===== config.mk =====
export PLATFORM = sky130hd
export DESIGN_NAME = uart_tx_ctrl
export DESIGN_NICKNAME = d
export VERILOG_FILES = /design/src/rtl/uart_tx_ctrl_pkg.sv /design/src/rtl/uart_tx_ctrl_parity_calc.sv /design/src/rtl/uart_tx_ctrl.sv
export SDC_FILE = /design/constraint.sdc
export NUM_CORES = 1
export LEC_CHECK = 0
export ABC_CLOCK_PERIOD_IN_PS = 2000
export BUFFER_PORTS_ARGS = -buffer_cell sky130_fd_sc_hd__buf_2
export CELL_PAD_IN_SITES_DETAIL_PLACEMENT = 0
export CELL_PAD_IN_SITES_GLOBAL_PLACEMENT = 2
export CORE_MARGIN = 10
export CORE_UTILIZATION = 36
export CTS_BUF_LIST = sky130_fd_sc_hd__clkbuf_4
export DETAILED_ROUTE_END_ITERATION = 8
export PLACE_DENSITY = 0.77
export SKIP_CTS_REPAIR_TIMING = 1
export SLEW_MARGIN = 20
export SYNTH_ARGS = -nofsm -noshare
export SYNTH_HDL_FRONTEND = slang
export SYNTH_SLANG_ARGS = --single-unit

===== constraint.sdc =====
create_clock -name CLK -period 2 [get_ports CLK]
set_input_delay 0.1 -clock CLK [delete_from_list [all_inputs] [get_ports CLK]]
set_output_delay 0.1 -clock CLK [all_outputs]
set_load 0.03 [all_outputs]

===== src/rtl/uart_tx_ctrl_pkg.sv =====
// -----------------------------------------------------------------------------
// uart_tx_ctrl_pkg
//
// Shared definitions for the UART transmit controller and its testbench:
//   - state_e   : controller FSM state encoding
//   - *_LVL     : UART line levels for idle, start and stop bits
//   - LAST_BIT  : index of the final data bit in a frame
// -----------------------------------------------------------------------------
package uart_tx_ctrl_pkg;

   // Controller FSM states. The encoding is explicit so that waveforms
   // and the bench can rely on fixed values.
   typedef enum logic [2:0] {
      IDLE   = 3'd0,
      START  = 3'd1,
      DATA   = 3'd2,
      PARITY = 3'd3,
      STOP   = 3'd4
   } state_e;

   // UART line levels.
   localparam logic IDLE_LVL  = 1'b1;
   localparam logic START_LVL = 1'b0;
   localparam logic STOP_LVL  = 1'b1;

   // Bits per character. The final data bit has index LAST_BIT.
   localparam int unsigned DATA_BITS = 8;
   localparam logic [2:0]  LAST_BIT  = 3'(DATA_BITS - 1);

endpackage : uart_tx_ctrl_pkg


===== src/rtl/uart_tx_ctrl_parity_calc.sv =====
// -----------------------------------------------------------------------------
// parity_calc
//
// Computes the parity bit for one 8-bit character.
//   data_i    : character whose parity is computed
//   par_typ_i : 0 = even parity, 1 = odd parity
//   par_o     : parity bit to transmit
//
// Even parity sends the XOR of the data bits, which makes the total number
// of ones even. Odd parity sends the inverse of that XOR.
// -----------------------------------------------------------------------------
module parity_calc (
   input  logic [7:0] data_i,
   input  logic       par_typ_i,
   output logic       par_o
);

   assign par_o = (^data_i) ^ par_typ_i;

endmodule : parity_calc


===== src/rtl/uart_tx_ctrl.sv =====
// -----------------------------------------------------------------------------
// uart_tx_ctrl
//
// Frame controller for a UART transmitter. It works with an external
// serializer that shifts the data bits out LSB first. The controller
// builds the frame as: start bit, data bits supplied by the serializer,
// an optional parity bit, then STOP_BITS stop bits.
//
// Parameters
//   STOP_BITS  : stop bits per frame (1 or 2)
//
// Ports
//   CLK        : clock; all state changes happen on its rising edge
//   RST        : asynchronous, active-low reset
//   P_DATA     : parallel byte; sampled only when a request is accepted
//   DATA_VALID : byte request; accepted in IDLE or in the last STOP cycle
//   PAR_EN     : parity enable; sampled when a request is accepted
//   PAR_TYP    : parity type (0 even, 1 odd); sampled when a request is accepted
//   SER_DATA   : current serial data bit from the serializer
//   SER_DONE   : serializer flag; high in the cycle that carries bit 7
//   SER_EN     : serializer shift enable; decoded combinationally from state
//   TX_OUT     : registered UART line
//   BUSY       : high whenever a frame is in progress
//   SEQ_ERR    : sticky flag; set when SER_DONE and the bit count disagree
// -----------------------------------------------------------------------------
module uart_tx_ctrl
   import uart_tx_ctrl_pkg::*;
#(
   parameter int STOP_BITS = 1
) (
   input  logic       CLK,
   input  logic       RST,
   input  logic [7:0] P_DATA,
   input  logic       DATA_VALID,
   input  logic       PAR_EN,
   input  logic       PAR_TYP,
   input  logic       SER_DATA,
   input  logic       SER_DONE,
   output logic       SER_EN,
   output logic       TX_OUT,
   output logic       BUSY,
   output logic       SEQ_ERR
);

   // Value the stop counter holds in the final stop cycle. With one stop
   // bit the first STOP cycle is also the last one.
   localparam logic STOP_LAST = (STOP_BITS == 2);

   // ---------------------------------------------------------------------
   // State and datapath registers
   // ---------------------------------------------------------------------
   state_e     state_q,   state_d;
   logic [2:0] bit_cnt_q, bit_cnt_d;   // DATA cycles seen so far (0..7)
   logic       stop_cnt_q, stop_cnt_d; // STOP cycles seen so far
   logic [7:0] data_q,    data_d;      // byte latched at acceptance
   logic       par_en_q,  par_en_d;
   logic       par_typ_q, par_typ_d;
   logic       tx_q,      tx_d;
   logic       seq_err_q, seq_err_d;

   // Combinational decodes
   logic       par_bit;   // parity of the latched byte
   logic       line_val;  // line level for the current state
   logic       ser_en_c;
   logic       accept;    // a new byte is latched on this edge

   parity_calc u_parity (
      .data_i    (data_q),
      .par_typ_i (par_typ_q),
      .par_o     (par_bit)
   );

   // ---------------------------------------------------------------------
   // Next-state and output decode
   // ---------------------------------------------------------------------
   // NOTE: every signal written here gets a default before the case
   // statement, so no path can leave it unassigned and infer a latch.
   always_comb begin
      state_d    = state_q;
      bit_cnt_d  = '0;          // the counter is cleared outside DATA
      stop_cnt_d = 1'b0;
      data_d     = data_q;
      par_en_d   = par_en_q;
      par_typ_d  = par_typ_q;
      seq_err_d  = seq_err_q;
      line_val   = IDLE_LVL;
      ser_en_c   = 1'b0;
      accept     = 1'b0;

      unique case (state_q)
         IDLE: begin
            line_val = IDLE_LVL;
            accept   = DATA_VALID;
         end

         START: begin
            // The serializer shifts on the START->DATA edge, so SER_DATA
            // carries bit 0 in the first DATA cycle.
            line_val = START_LVL;
            ser_en_c = 1'b1;
            state_d  = DATA;
         end

         DATA: begin
            line_val = SER_DATA;
            ser_en_c = !SER_DONE;
            if (SER_DONE || (bit_cnt_q == LAST_BIT)) begin
               state_d = par_en_q ? PARITY : STOP;
               // A clean exit needs SER_DONE exactly in the 8th cycle.
               // An early SER_DONE, or a missing SER_DONE in the 8th
               // cycle, is a sequencing error.
               if (!(SER_DONE && (bit_cnt_q == LAST_BIT))) begin
                  seq_err_d = 1'b1;
               end
            end else begin
               bit_cnt_d = bit_cnt_q + 3'd1;
            end
         end

         PARITY: begin
            line_val = par_bit;
            state_d  = STOP;
         end

         STOP: begin
            line_val = STOP_LVL;
            if (stop_cnt_q == STOP_LAST) begin
               // A new request may start the next frame here, with no
               // idle cycle between the frames.
               if (DATA_VALID) begin
                  accept = 1'b1;
               end else begin
                  state_d = IDLE;
               end
            end else begin
               stop_cnt_d = stop_cnt_q + 1'b1;
            end
         end

         default: begin
            state_d = IDLE;
         end
      endcase

      if (accept) begin
         state_d   = START;
         data_d    = P_DATA;
         par_en_d  = PAR_EN;
         par_typ_d = PAR_TYP;
      end

      // The line is registered: every bit appears one cycle after the
      // state that produces it, the same delay for every bit.
      tx_d = line_val;
   end

   // ---------------------------------------------------------------------
   // Registers
   // ---------------------------------------------------------------------
   // NOTE: sequential state uses non-blocking assignments only. All flops
   // then update together at the edge and read only pre-edge values.
   // NOTE: the latched byte is reset with the control state. It is a single
   // register, not a memory, so resetting it is cheap and gives the parity
   // input a known value after reset.
   always_ff @(posedge CLK or negedge RST) begin
      if (!RST) begin
         state_q    <= IDLE;
         bit_cnt_q  <= '0;
         stop_cnt_q <= 1'b0;
         data_q     <= '0;
         par_en_q   <= 1'b0;
         par_typ_q  <= 1'b0;
         tx_q       <= IDLE_LVL;
         seq_err_q  <= 1'b0;
      end else begin
         state_q    <= state_d;
         bit_cnt_q  <= bit_cnt_d;
         stop_cnt_q <= stop_cnt_d;
         data_q     <= data_d;
         par_en_q   <= par_en_d;
         par_typ_q  <= par_typ_d;
         tx_q       <= tx_d;
         seq_err_q  <= seq_err_d;
      end
   end

   // ---------------------------------------------------------------------
   // Outputs
   // ---------------------------------------------------------------------
   assign SER_EN  = ser_en_c;
   assign TX_OUT  = tx_q;
   assign BUSY    = (state_q != IDLE);
   assign SEQ_ERR = seq_err_q;

endmodule : uart_tx_ctrl


==> metrics.txt, run 1 <==
# TYPE chip_impl_metric gauge
chip_impl_metric{name="grt_overflow",unit=""} 0
chip_impl_metric{name="area_growth_syn_to_layout",unit="%"} 17.9
chip_impl_info{name="critical-path-slowest-cell",value="sky130_fd_sc_hd__or3b_2"} 1
chip_impl_metric{name="std_cell_rows",unit=""} 17
chip_impl_metric{name="worstPathMaxFanout",unit=""} 5
chip_impl_metric{name="first_global_vias",unit=""} 534
chip_impl_metric{name="initial_detailed_routing_violation_count",unit=""} 19
chip_impl_metric{name="dp_hpwl",unit="mm"} 1.10
chip_impl_metric{name="ant_nets",unit=""} 0
chip_impl_info{name="synth.area.top_cells",value="sky130_fd_sc_hd__dfrtp_1 50%, sky130_fd_sc_hd__mux2_2 13%, sky130_fd_sc_hd__ha_1 4.4%"} 1
chip_impl_metric{name="port_buffers",unit=""} 18
chip_impl_info{name="ff_to_ff_end",value="state_q[1]"} 1
chip_impl_metric{name="num-nets-final",unit=""} 107
chip_impl_metric{name="worst_hold_path.num_cells",unit=""} 2
chip_impl_metric{name="synth-seq-area-share",unit="%"} 53.5
chip_impl_info{name="outcome",value="completed"} 1
chip_impl_metric{name="r2r_setup_slack",unit="ns"} 0.26
chip_impl_info{name="synth.most_common_cell",value="sky130_fd_sc_hd__dfrtp_1"} 1
chip_impl_metric{name="cp.required",unit="ns"} 2.22
chip_impl_metric{name="cts_sinks",unit=""} 18
chip_impl_metric{name="timing_max_transition_violations_final",unit=""} 0
chip_impl_metric{name="regArea",unit="sq um"} 452
chip_impl_metric{name="final.period_utilization",unit="%"} 87.2
chip_impl_info{name="grt_setup_unrepaired",value="false"} 1
chip_impl_metric{name="cts_htree_levels",unit=""} 1
chip_impl_metric{name="grtUsageTotal",unit="%"} 6.52
chip_impl_metric{name="antenna_cells_inserted",unit=""} 0
chip_impl_info{name="critical_path.endpoint_type",value="flop"} 1
chip_impl_metric{name="async_set_or_reset_register_ratio_after_synthesis",unit="%"} 100
chip_impl_metric{name="vias_per_cell",unit=""} 4.64
chip_impl_info{name="clock_tree_from_tritoncts",value="yes"} 1
chip_impl_metric{name="clkTransAtPathRegs",unit="ns"} 0.10
chip_impl_metric{name="multi_input_area",unit="sq um"} 364
chip_impl_metric{name="post_layout_min_period",unit="ns"} 1.74
chip_impl_metric{name="synth_enable_flop_cells",unit=""} 0
chip_impl_info{name="worstHoldEndpoint",value="data_q[0]"} 1
chip_impl_metric{name="setup_violations",unit=""} 0
chip_impl_metric{name="die_w",unit="um"} 68.4
chip_impl_metric{name="worst_ir_drop_vdd",unit="mV"} 0.661
chip_impl_metric{name="flip_flop_and_latch_count_after_synthesis",unit=""} 18
chip_impl_info{name="startpoint_type",value="flop"} 1
chip_impl_metric{name="instances_no_fill",unit=""} 116
chip_impl_metric{name="maxCapViolCount",unit=""} 0
chip_impl_metric{name="synthesis.nets",unit=""} 85
chip_impl_info{name="hold_path.startpoint",value="P_DATA[0]"} 1
chip_impl_metric{name="die_height",unit="um"} 68.4
chip_impl_metric{name="grt_start_max_net_pins",unit=""} 19
chip_impl_metric{name="yosys.area.top_type_share",unit="%"} 50.4
chip_impl_metric{name="worst_slew_margin",unit="%"} 74.1
chip_impl_metric{name="die_area",unit="sq um"} 4680
chip_impl_metric{name="routed_wl",unit="mm"} 1.41
chip_impl_metric{name="detail_route.wl_per_cell",unit="um"} 12.1
chip_impl_metric{name="arrival",unit="ns"} 1.96
chip_impl_info{name="criticalPathCategory",value="reg2reg"} 1
chip_impl_metric{name="clock-skew-final",unit="ns"} 0.000723
chip_impl_metric{name="synth_cell_type_count",unit=""} 24
chip_impl_info{name="ys_dominant_reg_cell",value="sky130_fd_sc_hd__dfrtp_1"} 1
chip_impl_metric{name="gp_routability_congestion",unit=""} 0.749
chip_impl_metric{name="placed_insts",unit=""} 111
chip_impl_metric{name="number_of_i_o_pins",unit=""} 19
chip_impl_metric{name="coreArea",unit="sq um"} 2230
chip_impl_info{name="critical-path-top-delay-family",value="adder cells"} 1
chip_impl_metric{name="worstRegToRegCells",unit=""} 7
chip_impl_info{name="rr_startpoint",value="bit_cnt_q[0]"} 1
chip_impl_metric{name="worstPathBufferInverterCount",unit=""} 1
chip_impl_metric{name="cts.path.max_buffers",unit=""} 2
chip_impl_metric{name="timing.setup.tns",unit="ns"} 0
chip_impl_info{name="crit_chain",value="ha_1 > ha_1 > inv_1 > ha_1 > nor2_1 > or3b_2 > a21oi_1"} 1
chip_impl_metric{name="report.final.hold_viol_count",unit=""} 0
chip_impl_metric{name="yosys_warnings",unit=""} 0
chip_impl_info{name="cts_root_buf",value="sky130_fd_sc_hd__clkbuf_4"} 1
chip_impl_metric{name="fillerInstances",unit=""} 219
chip_impl_info{name="synth_largest_area_cell",value="sky130_fd_sc_hd__dfrtp_1"} 1
chip_impl_metric{name="netlist_area",unit="sq um"} 845
chip_impl_info{name="synth.top_cells.by_count",value="17 x sky130_fd_sc_hd__dfrtp_1, 10 x sky130_fd_sc_hd__mux2_2, 5 x sky130_fd_sc_hd__nor2_1"} 1
chip_impl_metric{name="drc_errors",unit=""} 0
chip_impl_metric{name="grt_first_pass_wirelength",unit="mm"} 2.28
chip_impl_metric{name="netlist_instances",unit=""} 67
chip_impl_metric{name="leakage",unit="nW"} 0.474
chip_impl_metric{name="initial_core_util",unit="%"} 37.8
chip_impl_metric{name="tightest_slew",unit="ns"} 0.388
chip_impl_metric{name="drt_pass1_iterations",unit=""} 2
chip_impl_metric{name="clkLatencyLatePin",unit="ns"} 0.29
chip_impl_metric{name="cts_buffers",unit=""} 3
chip_impl_metric{name="antenna_found_initial",unit=""} 0
chip_impl_metric{name="total_power_per_unit_cell_area",unit="nW/um^2"} 1490
chip_impl_metric{name="layout-drive-gt1-share",unit="%"} 38.6
chip_impl_metric{name="detailroute.via_count",unit=""} 538
chip_impl_metric{name="avgSynthCellArea",unit="sq um"} 12.6
chip_impl_metric{name="cp_slowest_stage_delay",unit="ns"} 0.43
chip_impl_info{name="crit_top_cell",value="sky130_fd_sc_hd__ha_1"} 1
chip_impl_info{name="hold_crit_path_type",value="in2reg"} 1
chip_impl_metric{name="fmaxAchievable",unit="MHz"} 573
## state kept, by name (all words and copies together) (netlist names)
signal and flops:
data_q 8, bit_cnt_q 3, state_q 3, SEQ_ERR 1, TX_OUT 1, par_en_q 1, par_typ_q 1
## layer usage
layer	track usage [%]	share of wire [%]	wire length, um
met1	7.39	46	651
met2	9.68	45	632
met4	4.52	2.1	30
met5	0	0	0
met3	2.77	6.5	92
## power breakdown
part	switching, mW	total (mW)	internal (mW)
Clock	0.108	0.180	0.0725
Sequential	0.130	0.645	0.515
Combinational	0.278	0.656	0.378
## stage by stage
step / util [%] / area (sq um) / total power [mW] / hold WS, ns / worst slack (ns)
after detailed placement: 43.0 / 960 / 1.32 / 0.0531 / 0.270
after CTS: 44.1 / 986 / 1.50 / -0.277 / 0.247
after global placement: 43.0 / 960 / 1.31 / 0.0472 / 0.335
after floorplan: - / 845 / 1.19 / -0.196 / 0.369
after global routing: 44.6 / 996 / 1.59 / 0.0211 / 0.169
final: 44.6 / 996 / 1.48 / 0.0350 / 0.256
## cells by family after synthesis
logic type	synth area share, %
and+or+nand+nor	12.7
DFF	53.5
muxes	14.5
xor gates and xnor gates	7.85
buffers and inverters	3.41
AOI/OAI and AO/OA	3.56
adders and majority gates	4.44
## cells in the final DEF (no fill, tap or decap), drive strengths merged, types with 3 or more instances in the layout
cell and n:
inv 3, nor2 5, a21oi 3, dfrtp 17
nor3b 4, clkbuf 3, ha 3, mux2 10
xnor2 3, buf 19
## area by class of cell
cell class | instances | area share (%)
clock buffer | 3 | 2.26
clock inverter | 1 | 0.377
inverter | 3 | 1.13
multi-input combinational | 43 | 36.6
sequential | 18 | 45.4
tap | 28 | 3.52
timing repair buffer | 20 | 10.8
## how the worst max path moves through the flow
stage,start,end,slack (ns),depth (start not counted)
2_1_floorplan,bit_cnt_q[0],state_q[1],0.37,7
5_1_grt,bit_cnt_q[0],state_q[1],0.17,7
6_report,bit_cnt_q[0],state_q[1],0.26,7
4_1_cts,bit_cnt_q[0],state_q[1],0.25,7
3_3_place_gp,bit_cnt_q[0],state_q[1],0.33,7
3_5_place_dp,bit_cnt_q[0],state_q[1],0.27,7
(Power assumes the default switching activity.)
==> run 2, diff against run 1 <==
Settings changed: GPL_TIMING_DRIVEN from default to 0.
==> run 2 against run 1 <==
Effect of this change:
- sequential cell count unchanged
- design area up 1.0%
- final cell count up 1.7%
- utilization up 0.45 points
- total power up 1.2%
- die area unchanged
==> metrics.txt, run 2 (same netlist as run 1, synthesis figures left out) <==
# TYPE chip_impl_metric gauge
chip_impl_metric{name="clock-skew-final",unit="ns"} 0.00330
chip_impl_metric{name="report.final.hold_viol_count",unit=""} 0
chip_impl_metric{name="placed_insts",unit=""} 113
chip_impl_metric{name="cts_htree_levels",unit=""} 1
chip_impl_info{name="criticalPathCategory",value="reg2reg"} 1
chip_impl_metric{name="num-nets-final",unit=""} 109
chip_impl_metric{name="fmaxAchievable",unit="MHz"} 567
chip_impl_metric{name="leakage",unit="nW"} 0.483
chip_impl_metric{name="power",unit="mW"} 1.50
chip_impl_metric{name="setup_violations",unit=""} 0
chip_impl_metric{name="grt_start_max_net_pins",unit=""} 19
chip_impl_metric{name="worst_slew_margin",unit="%"} 72.2
chip_impl_info{name="rr_startpoint",value="bit_cnt_q[0]"} 1
chip_impl_metric{name="die_w",unit="um"} 68.4
chip_impl_metric{name="grtUsageTotal",unit="%"} 7.55
chip_impl_metric{name="cp.required",unit="ns"} 2.23
chip_impl_info{name="commonest_non_fill_non_tap_cell_in_the_layout",value="sky130_fd_sc_hd__buf_2"} 1
chip_impl_metric{name="coreArea",unit="sq um"} 2230
chip_impl_metric{name="first_global_vias",unit=""} 578
chip_impl_info{name="outcome",value="completed"} 1
chip_impl_metric{name="cts_buffers",unit=""} 3
chip_impl_metric{name="drt_pass1_iterations",unit=""} 4
chip_impl_metric{name="tightest_slew",unit="ns"} 0.415
chip_impl_info{name="clock_tree_from_tritoncts",value="yes"} 1
chip_impl_metric{name="final.period_utilization",unit="%"} 88.1
chip_impl_metric{name="worst_ir_drop_vdd",unit="mV"} 0.931
chip_impl_metric{name="std_cell_rows",unit=""} 17
chip_impl_info{name="worstHoldEndpoint",value="data_q[5]"} 1
chip_impl_info{name="startpoint_type",value="flop"} 1
chip_impl_metric{name="timing.setup.tns",unit="ns"} 0
chip_impl_metric{name="antenna_cells_inserted",unit=""} 0
chip_impl_metric{name="worstRegToRegCells",unit=""} 7
chip_impl_metric{name="ant_nets",unit=""} 0
chip_impl_metric{name="die_area",unit="sq um"} 4680
chip_impl_metric{name="maxCapViolCount",unit=""} 0
chip_impl_metric{name="r2r_setup_slack",unit="ns"} 0.24
chip_impl_metric{name="total_power_per_unit_cell_area",unit="nW/um^2"} 1490
chip_impl_metric{name="worstPathMaxFanout",unit=""} 5
chip_impl_metric{name="cts_sinks",unit=""} 18
chip_impl_info{name="registers.top_by_ff_count",value="data_q"} 1
chip_impl_metric{name="vias_per_cell",unit=""} 4.53
chip_impl_metric{name="layout-drive-gt1-share",unit="%"} 40.0
chip_impl_metric{name="arrival",unit="ns"} 1.99
chip_impl_metric{name="initial_detailed_routing_violation_count",unit=""} 7
chip_impl_metric{name="detail_route.wl_per_cell",unit="um"} 12.9
chip_impl_metric{name="drc_errors",unit=""} 0
chip_impl_info{name="most_frequent_cells_in_the_layout",value="20 x sky130_fd_sc_hd__buf_2, 17 x sky130_fd_sc_hd__dfrtp_1, 10 x sky130_fd_sc_hd__mux2_2"} 1
chip_impl_metric{name="clkLatencyLatePin",unit="ns"} 0.29
chip_impl_metric{name="detailroute.via_count",unit=""} 535
chip_impl_metric{name="instances_no_fill",unit=""} 118
chip_impl_metric{name="routed_wl",unit="mm"} 1.52
chip_impl_info{name="grt_setup_unrepaired",value="false"} 1
chip_impl_metric{name="initial_core_util",unit="%"} 37.8
chip_impl_metric{name="port_buffers",unit=""} 18
chip_impl_info{name="ff_to_ff_end",value="state_q[1]"} 1
chip_impl_metric{name="gp_routability_congestion",unit=""} 0.683
chip_impl_metric{name="antenna_found_initial",unit=""} 0
chip_impl_metric{name="worst_hold_path.num_cells",unit=""} 2
chip_impl_metric{name="finish.instance_area",unit="sq um"} 1010
chip_impl_metric{name="grt_first_pass_wirelength",unit="mm"} 2.59
chip_impl_metric{name="clkTransAtPathRegs",unit="ns"} 0.10
chip_impl_metric{name="area_growth_syn_to_layout",unit="%"} 19.1
chip_impl_metric{name="largest_register_ffs",unit=""} 8
chip_impl_metric{name="placed_area",unit="sq um"} 970
chip_impl_metric{name="number_of_i_o_pins",unit=""} 19
chip_impl_metric{name="cts.path.max_buffers",unit=""} 2
chip_impl_info{name="critical_path.endpoint_type",value="flop"} 1
chip_impl_metric{name="grt_overflow",unit=""} 0
chip_impl_metric{name="die_height",unit="um"} 68.4
chip_impl_metric{name="timing_max_transition_violations_final",unit=""} 0
chip_impl_info{name="biggestRegsByFlops",value="data_q (8), bit_cnt_q (3), state_q (3)"} 1
chip_impl_metric{name="post_layout_min_period",unit="ns"} 1.76
chip_impl_info{name="hold_path.startpoint",value="P_DATA[5]"} 1
chip_impl_info{name="hold_crit_path_type",value="in2reg"} 1
chip_impl_metric{name="dp_hpwl",unit="mm"} 1.17
chip_impl_info{name="cts_root_buf",value="sky130_fd_sc_hd__clkbuf_4"} 1
[run 2: cell types whose count changed in the layout (fill, tap and decap cells not counted)]
cell                    previous run  this run
sky130_fd_sc_hd__buf_2            18        20
[run 2: critical path: stages, from the launching register on]
cell and delay, ns:
sky130_fd_sc_hd__dfrtp_1 0.39, sky130_fd_sc_hd__ha_1 0.20, sky130_fd_sc_hd__ha_1 0.17, sky130_fd_sc_hd__inv_1 0.05
sky130_fd_sc_hd__ha_1 0.22, sky130_fd_sc_hd__nor2_1 0.08, sky130_fd_sc_hd__or3b_2 0.44, sky130_fd_sc_hd__a21oi_1 0.15
[run 2: layer usage]
metal  vias to the layer above  track usage, %  part of all wire (%)
li1                        276               -                     -
met1                       242            7.69                    40
met2                        12            11.9                    48
met3                         5            4.73                   9.4
met4                         0            3.77                   1.8
met5                         -               0                     0
[run 2: layout make-up]
type | count | area (sq um)
flip-flops and latches | 18 | 452
repair buffers | 19 | 100
plain buffers | 3 | 17.5
fillers | 233 | 1230
clock buffers | 3 | 22.5
inverters | 3 | 11.3
well taps | 28 | 35.0
clock inverters | 1 | 3.75
multi-input cells | 43 | 364
[run 2: through the flow]
step / util (%) / hold WS, ns / setup WS [ns]
detailed placement: 43.4 / 0.0536 / 0.246
finish: 45.0 / 0.0269 / 0.238
global route: 45.0 / 0.0132 / 0.0888
global placement: 43.4 / 0.0464 / 0.254
CTS: 44.6 / -0.282 / 0.214
floorplan: - / -0.196 / 0.369
[run 2: worst max-delay path by stage]
stage	from	endpoint	cells past startpoint
finish	bit_cnt_q[0]	state_q[1]	7
global route	bit_cnt_q[0]	state_q[1]	7
CTS	bit_cnt_q[0]	state_q[1]	7
detailed placement	bit_cnt_q[0]	state_q[1]	7
global placement	bit_cnt_q[0]	state_q[1]	7
floorplan	bit_cnt_q[0]	state_q[1]	7
[run 2: where the power goes]
group / leakage, nW / internal, mW / switching (mW)
clock: 0.0154 / 0.0727 / 0.108
sequential: 0.217 / 0.515 / 0.0925
combinational: 0.251 / 0.390 / 0.320
total: 0.483 / 0.979 / 0.521
